`src/rtl/color_frame_tx_if.sv`:
```
// ---------------------------------------------------------------------------
// color_frame_tx_if
//   Symbol stream between the colour frame transmitter and the downstream
//   link/serializer. A symbol transfers on any rising clock edge where
//   col_valid && col_ready.
//
//   col        2-bit colour code (BLANCO=0, ROJO=1, VERDE=2, AZUL=3)
//   col_valid  col/col_idx hold a valid symbol
//   col_ready  downstream can accept the symbol this cycle
//   col_idx    channel index of the symbol on col
//
//   master : the transmitter (drives col, col_valid, col_idx)
//   slave  : the downstream consumer (drives col_ready)
// ---------------------------------------------------------------------------
interface color_frame_tx_if #(
  parameter int N_CH = 4
);
  localparam int IDX_W = (N_CH > 1) ? $clog2(N_CH) : 1;

  logic [1:0]       col;
  logic             col_valid;
  logic             col_ready;
  logic [IDX_W-1:0] col_idx;

  modport master (
    output col,
    output col_valid,
    output col_idx,
    input  col_ready
  );

  modport slave (
    input  col,
    input  col_valid,
    input  col_idx,
    output col_ready
  );
endinterface

```
`src/rtl/color_frame_tx.sv`:
```
// ---------------------------------------------------------------------------
// color_frame_tx
//   Multi-channel LED colour transmitter. On a frame request it snapshots
//   N_CH 3-bit LED patterns, decodes each one to a 2-bit colour code and
//   streams the codes, channel 0 first, over a valid/ready handshake.
//
//   Pattern decode (bit2 red, bit1 green, bit0 blue):
//     111 -> BLANCO, 100 -> ROJO, 010 -> VERDE, 001 -> AZUL
//     anything else is invalid: flagged in err_mask and replaced by the
//     channel's last valid code (INV_POLICY=0) or BLANCO (INV_POLICY=1).
//
// Parameters
//   N_CH        number of LED channels per frame (>= 1)
//   INV_POLICY  0 = reuse last valid code, 1 = force BLANCO on invalid
//
// Ports
//   p_clock     system clock, rising edge
//   reset       asynchronous, active-high reset
//   tx          frame request, level-sampled every cycle
//   led_bus     channel i = led_bus[3i+2:3i]
//   col_if      symbol stream (master side): col, col_valid, col_idx out,
//               col_ready in
//   busy        frame in progress
//   frame_done  one-cycle pulse after the last symbol is accepted
//   err_mask    bit i = channel i was invalid in the current/last frame
//   tx_drop     one-cycle pulse: tx seen while a frame was in progress
//
// Every output is a flop; there is no combinational input-to-output path.
// ---------------------------------------------------------------------------
module color_frame_tx #(
  parameter int N_CH       = 4,
  parameter int INV_POLICY = 0
) (
  input  logic              p_clock,
  input  logic              reset,
  input  logic              tx,
  input  logic [3*N_CH-1:0] led_bus,
  color_frame_tx_if.master  col_if,
  output logic              busy,
  output logic              frame_done,
  output logic [N_CH-1:0]   err_mask,
  output logic              tx_drop
);

  localparam int               IDX_W    = (N_CH > 1) ? $clog2(N_CH) : 1;
  localparam logic [IDX_W-1:0] LAST_IDX = IDX_W'(N_CH - 1);

  localparam logic [1:0] BLANCO = 2'd0;
  localparam logic [1:0] ROJO   = 2'd1;
  localparam logic [1:0] VERDE  = 2'd2;
  localparam logic [1:0] AZUL   = 2'd3;

  typedef enum logic [0:0] {
    S_IDLE = 1'b0,
    S_SEND = 1'b1
  } state_t;

  // Decode one LED pattern. Result is {valid, code}; code is BLANCO when
  // the pattern is not one of the four legal encodings.
  function automatic logic [2:0] decode_led(input logic [2:0] pat);
    logic [2:0] res;
    case (pat)
      3'b111:  res = {1'b1, BLANCO};
      3'b100:  res = {1'b1, ROJO};
      3'b010:  res = {1'b1, VERDE};
      3'b001:  res = {1'b1, AZUL};
      default: res = {1'b0, BLANCO};
    endcase
    return res;
  endfunction

  // ---------------------------------------------------------------------
  // State and registers
  // ---------------------------------------------------------------------
  state_t                 state_r;
  state_t                 state_s;

  logic [N_CH-1:0][1:0]   code_r;       // snapshot of decoded codes
  logic [N_CH-1:0][1:0]   code_s;
  logic [N_CH-1:0][1:0]   mem_r;        // last valid code per channel
  logic [N_CH-1:0][1:0]   mem_s;

  logic [1:0]             col_r;
  logic [1:0]             col_s;
  logic                   col_valid_r;
  logic                   col_valid_s;
  logic [IDX_W-1:0]       col_idx_r;
  logic [IDX_W-1:0]       col_idx_s;
  logic                   busy_r;
  logic                   busy_s;
  logic                   frame_done_r;
  logic                   frame_done_s;
  logic [N_CH-1:0]        err_mask_r;
  logic [N_CH-1:0]        err_mask_s;
  logic                   tx_drop_r;
  logic                   tx_drop_s;

  // Decode results for the current led_bus, only consumed on a snapshot.
  logic [N_CH-1:0][2:0]   dec_s;
  logic [N_CH-1:0][1:0]   dec_code_s;
  logic [N_CH-1:0]        dec_valid_s;
  logic [N_CH-1:0][1:0]   mem_upd_s;

  logic                   hs_s;         // symbol accepted this cycle
  logic [IDX_W-1:0]       next_idx_s;

  assign hs_s       = col_valid_r && col_if.col_ready;
  assign next_idx_s = col_idx_r + IDX_W'(1);

  // Per-channel decode of the live LED bus with the invalid-pattern policy.
  // Invalid channels never touch the memory, so the memory always holds the
  // last legal code seen on that channel (BLANCO after reset).
  always_comb begin
    dec_s       = '0;
    dec_code_s  = '0;
    dec_valid_s = '0;
    mem_upd_s   = mem_r;
    for (int i = 0; i < N_CH; i++) begin
      dec_s[i] = decode_led(led_bus[3*i +: 3]);
      if (dec_s[i][2]) begin
        dec_code_s[i]  = dec_s[i][1:0];
        dec_valid_s[i] = 1'b1;
        mem_upd_s[i]   = dec_s[i][1:0];
      end else begin
        if (INV_POLICY == 1) begin
          dec_code_s[i] = BLANCO;
        end else begin
          dec_code_s[i] = mem_r[i];
        end
      end
    end
  end

  // Next-state and next-output logic for the IDLE/SEND frame controller.
  always_comb begin
    state_s      = state_r;
    code_s       = code_r;
    mem_s        = mem_r;
    col_s        = col_r;
    col_valid_s  = col_valid_r;
    col_idx_s    = col_idx_r;
    busy_s       = busy_r;
    err_mask_s   = err_mask_r;
    frame_done_s = 1'b0;
    tx_drop_s    = 1'b0;

    case (state_r)
      S_IDLE: begin
        col_s       = BLANCO;
        col_valid_s = 1'b0;
        col_idx_s   = '0;
        busy_s      = 1'b0;
        if (tx) begin
          // Snapshot: channel 0 is presented on the very next cycle.
          state_s     = S_SEND;
          code_s      = dec_code_s;
          mem_s       = mem_upd_s;
          err_mask_s  = ~dec_valid_s;
          col_s       = dec_code_s[0];
          col_valid_s = 1'b1;
          col_idx_s   = '0;
          busy_s      = 1'b1;
        end else begin
          state_s = S_IDLE;
        end
      end

      S_SEND: begin
        // A request during a frame is ignored but reported.
        tx_drop_s = tx;
        if (hs_s) begin
          if (col_idx_r == LAST_IDX) begin
            state_s      = S_IDLE;
            col_s        = BLANCO;
            col_valid_s  = 1'b0;
            col_idx_s    = '0;
            busy_s       = 1'b0;
            frame_done_s = 1'b1;
          end else begin
            col_idx_s = next_idx_s;
            col_s     = code_r[next_idx_s];
          end
        end else begin
          // Back-pressure: hold the current symbol unchanged.
          state_s = S_SEND;
        end
      end

      default: begin
        state_s     = S_IDLE;
        col_s       = BLANCO;
        col_valid_s = 1'b0;
        col_idx_s   = '0;
        busy_s      = 1'b0;
      end
    endcase
  end

  // FSM state register.
  always_ff @(posedge p_clock or posedge reset) begin
    if (reset) begin
      state_r <= S_IDLE;
    end else begin
      state_r <= state_s;
    end
  end

  // Snapshot, channel memory and output registers.
  always_ff @(posedge p_clock or posedge reset) begin
    if (reset) begin
      code_r       <= '0;
      mem_r        <= '0;
      col_r        <= BLANCO;
      col_valid_r  <= 1'b0;
      col_idx_r    <= '0;
      busy_r       <= 1'b0;
      frame_done_r <= 1'b0;
      err_mask_r   <= '0;
      tx_drop_r    <= 1'b0;
    end else begin
      code_r       <= code_s;
      mem_r        <= mem_s;
      col_r        <= col_s;
      col_valid_r  <= col_valid_s;
      col_idx_r    <= col_idx_s;
      busy_r       <= busy_s;
      frame_done_r <= frame_done_s;
      err_mask_r   <= err_mask_s;
      tx_drop_r    <= tx_drop_s;
    end
  end

  assign col_if.col       = col_r;
  assign col_if.col_valid = col_valid_r;
  assign col_if.col_idx   = col_idx_r;
  assign busy             = busy_r;
  assign frame_done       = frame_done_r;
  assign err_mask         = err_mask_r;
  assign tx_drop          = tx_drop_r;

endmodule
```
`src/flat_wrapper.sv`:
```
// flat-port wrapper written by rule: the top's interface ports become plain ports
module color_frame_tx_flat 
#(
  parameter int N_CH       = 4,
  parameter int INV_POLICY = 0
)
  (p_clock, reset, tx, led_bus, busy, frame_done, err_mask, tx_drop, col_if_col, col_if_col_valid, col_if_col_idx, col_if_col_ready);
  color_frame_tx_if #(.N_CH(N_CH)) col_if_i ();
  input  logic p_clock;
  input  logic reset;
  input  logic tx;
  input  logic [3*N_CH-1:0] led_bus;
  output logic busy;
  output logic frame_done;
  output logic [N_CH-1:0] err_mask;
  output logic tx_drop;
  output wire logic [$bits(col_if_i.col)-1:0] col_if_col;
  output wire logic [$bits(col_if_i.col_valid)-1:0] col_if_col_valid;
  output wire logic [$bits(col_if_i.col_idx)-1:0] col_if_col_idx;
  input wire logic [$bits(col_if_i.col_ready)-1:0] col_if_col_ready;
  assign col_if_col = col_if_i.col;
  assign col_if_col_valid = col_if_i.col_valid;
  assign col_if_col_idx = col_if_i.col_idx;
  assign col_if_i.col_ready = col_if_col_ready;
  color_frame_tx #(.N_CH(N_CH), .INV_POLICY(INV_POLICY)) u_core (.p_clock(p_clock), .reset(reset), .tx(tx), .led_bus(led_bus), .col_if(col_if_i), .busy(busy), .frame_done(frame_done), .err_mask(err_mask), .tx_drop(tx_drop));
endmodule
```
`config.mk`:
```
export PLATFORM = sky130hd
export DESIGN_NAME = color_frame_tx_flat
export DESIGN_NICKNAME = d
export VERILOG_FILES = /design/src/rtl/color_frame_tx_if.sv /design/src/rtl/color_frame_tx.sv /design/src/flat_wrapper.sv
export SDC_FILE = /design/constraint.sdc
export NUM_CORES = 1
export LEC_CHECK = 0
export BUFFER_PORTS_ARGS = -buffer_cell sky130_fd_sc_hd__clkbuf_2
export CAP_MARGIN = 5
export CORE_MARGIN = 2
export CORE_UTILIZATION = 55
export CTS_CLUSTER_DIAMETER = 60
export CTS_CLUSTER_SIZE = 10
export DETAILED_ROUTE_END_ITERATION = 10
export PLACE_DENSITY = 0.83
export SLEW_MARGIN = 10
export SYNTH_ARGS = -nofsm -noshare
export SYNTH_HDL_FRONTEND = slang
export SYNTH_SLANG_ARGS = --single-unit
```
`constraint.sdc`:
```
create_clock -name p_clock -period 3.3 [get_ports p_clock]
set_input_delay 0.33 -clock p_clock [delete_from_list [all_inputs] [get_ports p_clock]]
set_output_delay 0.33 -clock p_clock [all_outputs]
set_load 0.02 [all_outputs]
```
Yosys cells after proc, flatten, opt, wreduce, memory -nomap -nowiden
Index checks and enable logic that the tools add are counted.
Cells by class
  equal/unequal tests: 19
  magnitude comparators: 1
  reductions and logical operators: 6
  add/sub/neg operators: 1
  bitwise gates (word level): 2
  muxes and demuxes: 32
Operators by type and width (count)
  3-bit one-hot mux with 4 select lines: 4
  3-bit equality test, second input constant: 8
  2-bit 2-to-1 mux: 10
  1-bit 2-to-1 mux: 13
  3-bit by 1-bit equality test with 1-bit output, second input constant: 4
  3-bit by 2-bit equality test with 1-bit output, second input constant: 4
  3-bit AND reduction: 3
  2-bit one-hot mux with 2 select lines: 2
  2-bit binary-select mux with 2-bit select: 1
  2-bit != test, second input constant: 2
  4-bit NOT: 1
  1-bit one-hot mux with 2 select lines: 2
  2-bit AND reduction: 2
  2-bit by 3-bit < comparator with 1-bit output, second input constant: 1
  2-bit by 1-bit adder with 2-bit output, second input constant: 1
  2-bit equality test, second input constant: 1
  1-bit logical AND: 1
  1-bit NOT: 1
Storage, ports and cells
  register bits after elaboration: 20
  logic and storage cells: 72
  bits of input ports: 16

Depth between registers and ports, before layout
  depth after elaboration: 6
  mapped depth: 5

Worst setup path before layout
OpenSTA, ideal clock, no wires.
  path type: reg-to-reg
  from: reg u_core.col_idx_r[0], in the netlist u_core.col_if.col_idx[0]
  to: reg u_core.col_r[0], in the netlist u_core.col_if.col[0]
  stages on the path, launching flop included: 5
  library setup time: 0.131 ns
  clock period less this slack: 1.721 ns
  setup slack: 1.579 ns
  data arrival time: 1.591 ns
  cell sequence: dfrtp_1 -> ha_1 -> mux2_2 -> a221oi_1 -> o22ai_1
On the way
  word-level cells in the longest chain between the ends: 6
  elaborated cells between the ends (all ways): 7
  classes of those cells: add/sub (1); eq/ne (1); mux (5)
RTL lines
  start: declaration: RTL line color_frame_tx.sv:87  | logic [IDX_W-1:0] col_idx_r;
  start signal: assignment: RTL line color_frame_tx.sv:225  | col_idx_r <= col_idx_s;
  2-bit by 1-bit adder with 2-bit output: RTL line color_frame_tx.sv:108  | assign next_idx_s = col_idx_r + IDX_W'(1);
  2-bit binary-select mux with 2-bit select: RTL line color_frame_tx.sv:181  | col_s = code_r[next_idx_s];
  2-bit 2-to-1 mux (implied by the code): RTL line color_frame_tx.sv:181
  2-bit 2-to-1 mux *: RTL line color_frame_tx.sv:172  | if (col_idx_r == LAST_IDX) begin
  2-bit 2-to-1 mux *: RTL line color_frame_tx.sv:171  | if (hs_s) begin
  2-bit one-hot mux with 2 select lines *: RTL line color_frame_tx.sv:147  | case (state_r)
  end signal: assignment: RTL line color_frame_tx.sv:223  | col_r <= col_s;
  end: declaration: RTL line color_frame_tx.sv:83  | logic [1:0] col_r;
Mark *: on every way between the ends. The rest lies on a longest branch, timed or not. The select of a mux whose other input is x is not followed.
A chain may end at the register's enable or synchronous reset.

Final worst setup path
Ends and elaborated chain as after synthesis.

==> impl_table.tex <==
\begin{tabular}{lr}
\hline
Metric & Value \\
\hline
\multicolumn{2}{l}{\textbf{Outcome}} \\
\quad Result of the run & complete, no violations \\
\multicolumn{2}{l}{\textbf{GRT}} \\
\quad Total congestion overflow after global routing & 0 \\
\quad Number of global-route vias before repair & around 800 \\
\quad Total routing usage reported by global routing & 22.33\% \\
\quad Pin count of the biggest net entering global routing & 21 \\
\quad First-pass GRT wire length & 3.484 mm \\
\quad Initial antenna violation count & 0 \\
\multicolumn{2}{l}{\textbf{Setup path}} \\
\quad CP Class & flip-flop to flip-flop \\
\quad Worst setup SP type & flip-flop \\
\quad Critical-path maximum fanout & 6 \\
\quad Highest-delay cell along the critical path & sky130\_fd\_sc\_hd\_\_dfrtp\_1 \\
\quad Critical path's largest stage delay & between 0.4 and 0.5 ns \\
\quad Arrival time of the worst setup path & 2.06 ns \\
\quad Required time at the worst-slack endpoint & around 3.4 ns \\
\quad CP Cell Sequence & ha\_1, mux2\_2, a221oi\_1, o22ai\_1 \\
\quad Endpoint kind of the worst setup timing path & flip-flop \\
\multicolumn{2}{l}{\textbf{Synthesis}} \\
\quad Cell with the most instances after synthesis & sky130\_fd\_sc\_hd\_\_dfrtp\_1 \\
\quad Number of instances in the synthesized netlist & 109 \\
\quad Number of distinct library cells after synthesis & 30 \\
\quad Number of warnings reported in the yosys synthesis log & 0 \\
\quad Number of synthesized flops with an enable pin & 0 \\
\quad Synthesized area per cell & between 9 and 10 um2 \\
\quad Cell accounting for the most synthesized area & sky130\_fd\_sc\_hd\_\_dfrtp\_1 \\
\quad Commonest cells in the synthesized netlist & sky130\_fd\_sc\_hd\_\_dfrtp\_1, sky130\_fd\_sc\_hd\_\_o21ai\_0, sky130\_fd\_sc\_hd\_\_nand2\_1, sky130\_fd\_sc\_hd\_\_xnor2\_1, sky130\_fd\_sc\_hd\_\_a21oi\_1 \\
\quad Dominant synthesized flop cell & sky130\_fd\_sc\_hd\_\_dfrtp\_1 \\
\quad \#FFs+latches synth & 20 \\
\quad Share of flip-flops with an asynchronous set or reset after synthesis & 100.0\% \\
\quad Mapped cell area & around 0.0011 mm2 \\
\quad Top cells by area in the synthesized netlist & sky130\_fd\_sc\_hd\_\_dfrtp\_1, sky130\_fd\_sc\_hd\_\_o21ai\_0, sky130\_fd\_sc\_hd\_\_xnor2\_1, sky130\_fd\_sc\_hd\_\_nand2\_1, sky130\_fd\_sc\_hd\_\_a21oi\_1 \\
\quad Synthesized Nets & 126 \\
\quad Post-synthesis sequential area ratio & 46.95\% \\
\quad Post-synth top area share & 46.95\% \\
\multicolumn{2}{l}{\textbf{Detailed routing}} \\
\quad Vias/cell & 5.313 \\
\quad Detailed-route wire length per cell & about 13 um \\
\quad Number of DRC markers in iteration 0 & 13 \\
\quad Vias post-DR & 850 \\
\quad Count of nets left with antenna violations after detail routing & 0 \\
\quad First drt pass iteration count & 4 \\
\quad Total wirelength of the detailed-routed design & roughly 2.2 mm \\
\quad Residual DRC & 0 \\
\multicolumn{2}{l}{\textbf{STA}} \\
\quad Final count of pins violating max slew & 0 \\
\quad RSZ-0062 raised after global routing & no \\
\quad Slew at the pin closest to its max-slew limit & approximately 0.75 ns \\
\quad Fmax & roughly 0.52 GHz \\
\quad Tcrit/Tclk final & $\sim$58\% \\
\quad Final number of setup-violating endpoints & 0 \\
\quad Final hold slack & roughly 0.11 ns \\
\quad Min Tclk post-route & 1.921 ns \\
\quad Headroom to the max-slew limit & 49.98\% \\
\quad Setup TNS & 0 ns \\
\quad Post-Route Skew & 0.01423 ns \\
\quad Number of endpoints with negative hold slack in the final report & 0 \\
\multicolumn{2}{l}{\textbf{CTS}} \\
\quad Number of buffers added by the clock tree synthesis step & 3 \\
\quad Root Driver & sky130\_fd\_sc\_hd\_\_clkbuf\_4 \\
\quad Post-CTS setup-driven buffer insertion count & 0 \\
\quad Number of cells upsized or downsized after cts & 0 \\
\quad Hold-fix buffer count after cts & 0 \\
\quad Clock tree buffer depth & 2 \\
\quad Worst-path clk slew & 0.13 ns \\
\quad CTS sink cnt & 20 \\
\quad CTS tree & built \\
\quad Deepest level of the CTS H-tree & 1 \\
\quad Clock network latency to the later pin of the worst-skew pair & 0.30 ns \\
\multicolumn{2}{l}{\textbf{Flow run}} \\
\quad Max Cap Viol & 0 \\
\multicolumn{2}{l}{\textbf{Floorplan}} \\
\quad Die area & 0.002306 mm2 \\
\quad Effective utilization at floorplan & 59.79\% \\
\quad Die Ht & 48.03 um \\
\quad Number of primary I/O pins & 28 \\
\quad Die X & 48.03 um \\
\quad Number of placement rows & 15 \\
\quad Core region area & 0.001783 mm2 \\
\multicolumn{2}{l}{\textbf{Final layout}} \\
\quad Syn-to-layout area delta & 17.37\% \\
\quad Antenna diode count & 0 \\
\quad Core Util, Final & 70.18\% \\
\quad Final Net Count & between 150 and 200 \\
\quad Layout cells sized above 1 & between 20 and 30\% \\
\multicolumn{2}{l}{\textbf{Place}} \\
\quad RePlAce Congestion & 0.8037 \\
\quad IO buf count & 27 \\
\quad Post-DP HPWL & around 1.6 mm \\
\multicolumn{2}{l}{\textbf{Power}} \\
\quad Max IR drop VDD & 0.4101 mV \\
\quad Areal power density over the cells & between 700 and 800 mW/mm2 \\
\quad Leak & approximately 0.6 nW \\
\multicolumn{2}{l}{\textbf{Min path}} \\
\quad Classification of the worst-slack hold path & input port to async pin \\
\hline
\end{tabular}
routing by layer:
layer	vias to the layer above	wire length (um)	GRT usage, %
met1	400	908	25.18
met4	0	32	10.27
met2	20	1151	40.53
li1	426	-	-
met3	4	65	3.774
met5	-	0	0
worst paths after layout:
path	start	end	slack [ns]	cells past startpoint
max	u_core.col_if.col_idx[0]	u_core.col_if.col[0]	1.38	4
max in group asynchronous	reset	u_core.col_if.col[0]	2.70	2
min reg2reg	u_core.err_mask[1]	u_core.err_mask[1]	0.49	2
min	reset	u_core.code_r[3]	0.11	2
max reg2reg	u_core.col_if.col_idx[0]	u_core.col_if.col[0]	1.38	4
min in group p_clock	led_bus[8]	u_core.mem_r[5]	0.23	2
power breakdown:
group	switching (mW)	internal (mW)
Clock	0.0771	0.123
Combinational	0.240	0.166
Sequential	0.0688	0.322
sequential cells by signal, summed over array words and instances, names as in the netlist:
signal / count
u_core.frame_done: 1
u_core.busy: 1
u_core.mem_r: 4
u_core.err_mask: 4
u_core.code_r: 4
u_core.col_if.col: 2
u_core.state_r: 1
u_core.col_if.col_idx: 2
u_core.tx_drop: 1
through the flow:
stage,area (um2),setup slack (ns),cells,total power [mW]
after floorplan,1066,1.579,109,0.6890
after global placement,1199,1.618,156,0.7765
after detailed placement,1199,1.542,156,0.7956
after CTS,1251,1.372,160,1.003
after global routing,1251,1.312,160,1.069
final,1251,1.379,160,0.9965
cell usage in the layout (no fill, tap or decap), drive strengths merged, types with 2 or more instances in the layout:
master | synthesis | routed
a311oi | 2 | 2
o21ai | 18 | 18
xnor2 | 9 | 9
mux2 | 2 | 2
xor2 | 4 | 4
nand2b | 3 | 3
inv | 6 | 6
nand2 | 13 | 13
clkbuf | 0 | 30
nand3 | 2 | 2
dfrtp | 20 | 20
a21oi | 7 | 7
and2 | 3 | 3
logic make-up (layout without fill, tap and decap cells):
family | count (synthesis) | count (layout) | share of synthesized area, %
XOR/XNOR | 13 | 13 | 10.68
buffers and inverters | 11 | 37 | 5.281
adder cells (fa/ha/maj) | 2 | 2 | 2.230
flip-flops | 20 | 20 | 46.95
AND/OR/NAND/NOR | 27 | 27 | 13.15
AO/OA/AOI/OAI | 33 | 33 | 17.49
multiplexers | 3 | 3 | 4.225
critical path, delay by kind of cell, from the launching register on:
kind            cells  cell delay, ns
compound gates      2            0.54
flops               1            0.48
fa+ha+maj           1            0.39
mux                 1            0.35
area by class of cell:
class	instances	area [um2]
timing repair buffer	27	135.1
clock inverter	1	30.03
tap	25	31.28
multi-input combinational	78	509.2
sequential	20	500.5
inverter	6	22.52
clock buffer	3	22.52
fill	140	531.8
(Power assumes the default switching activity.)
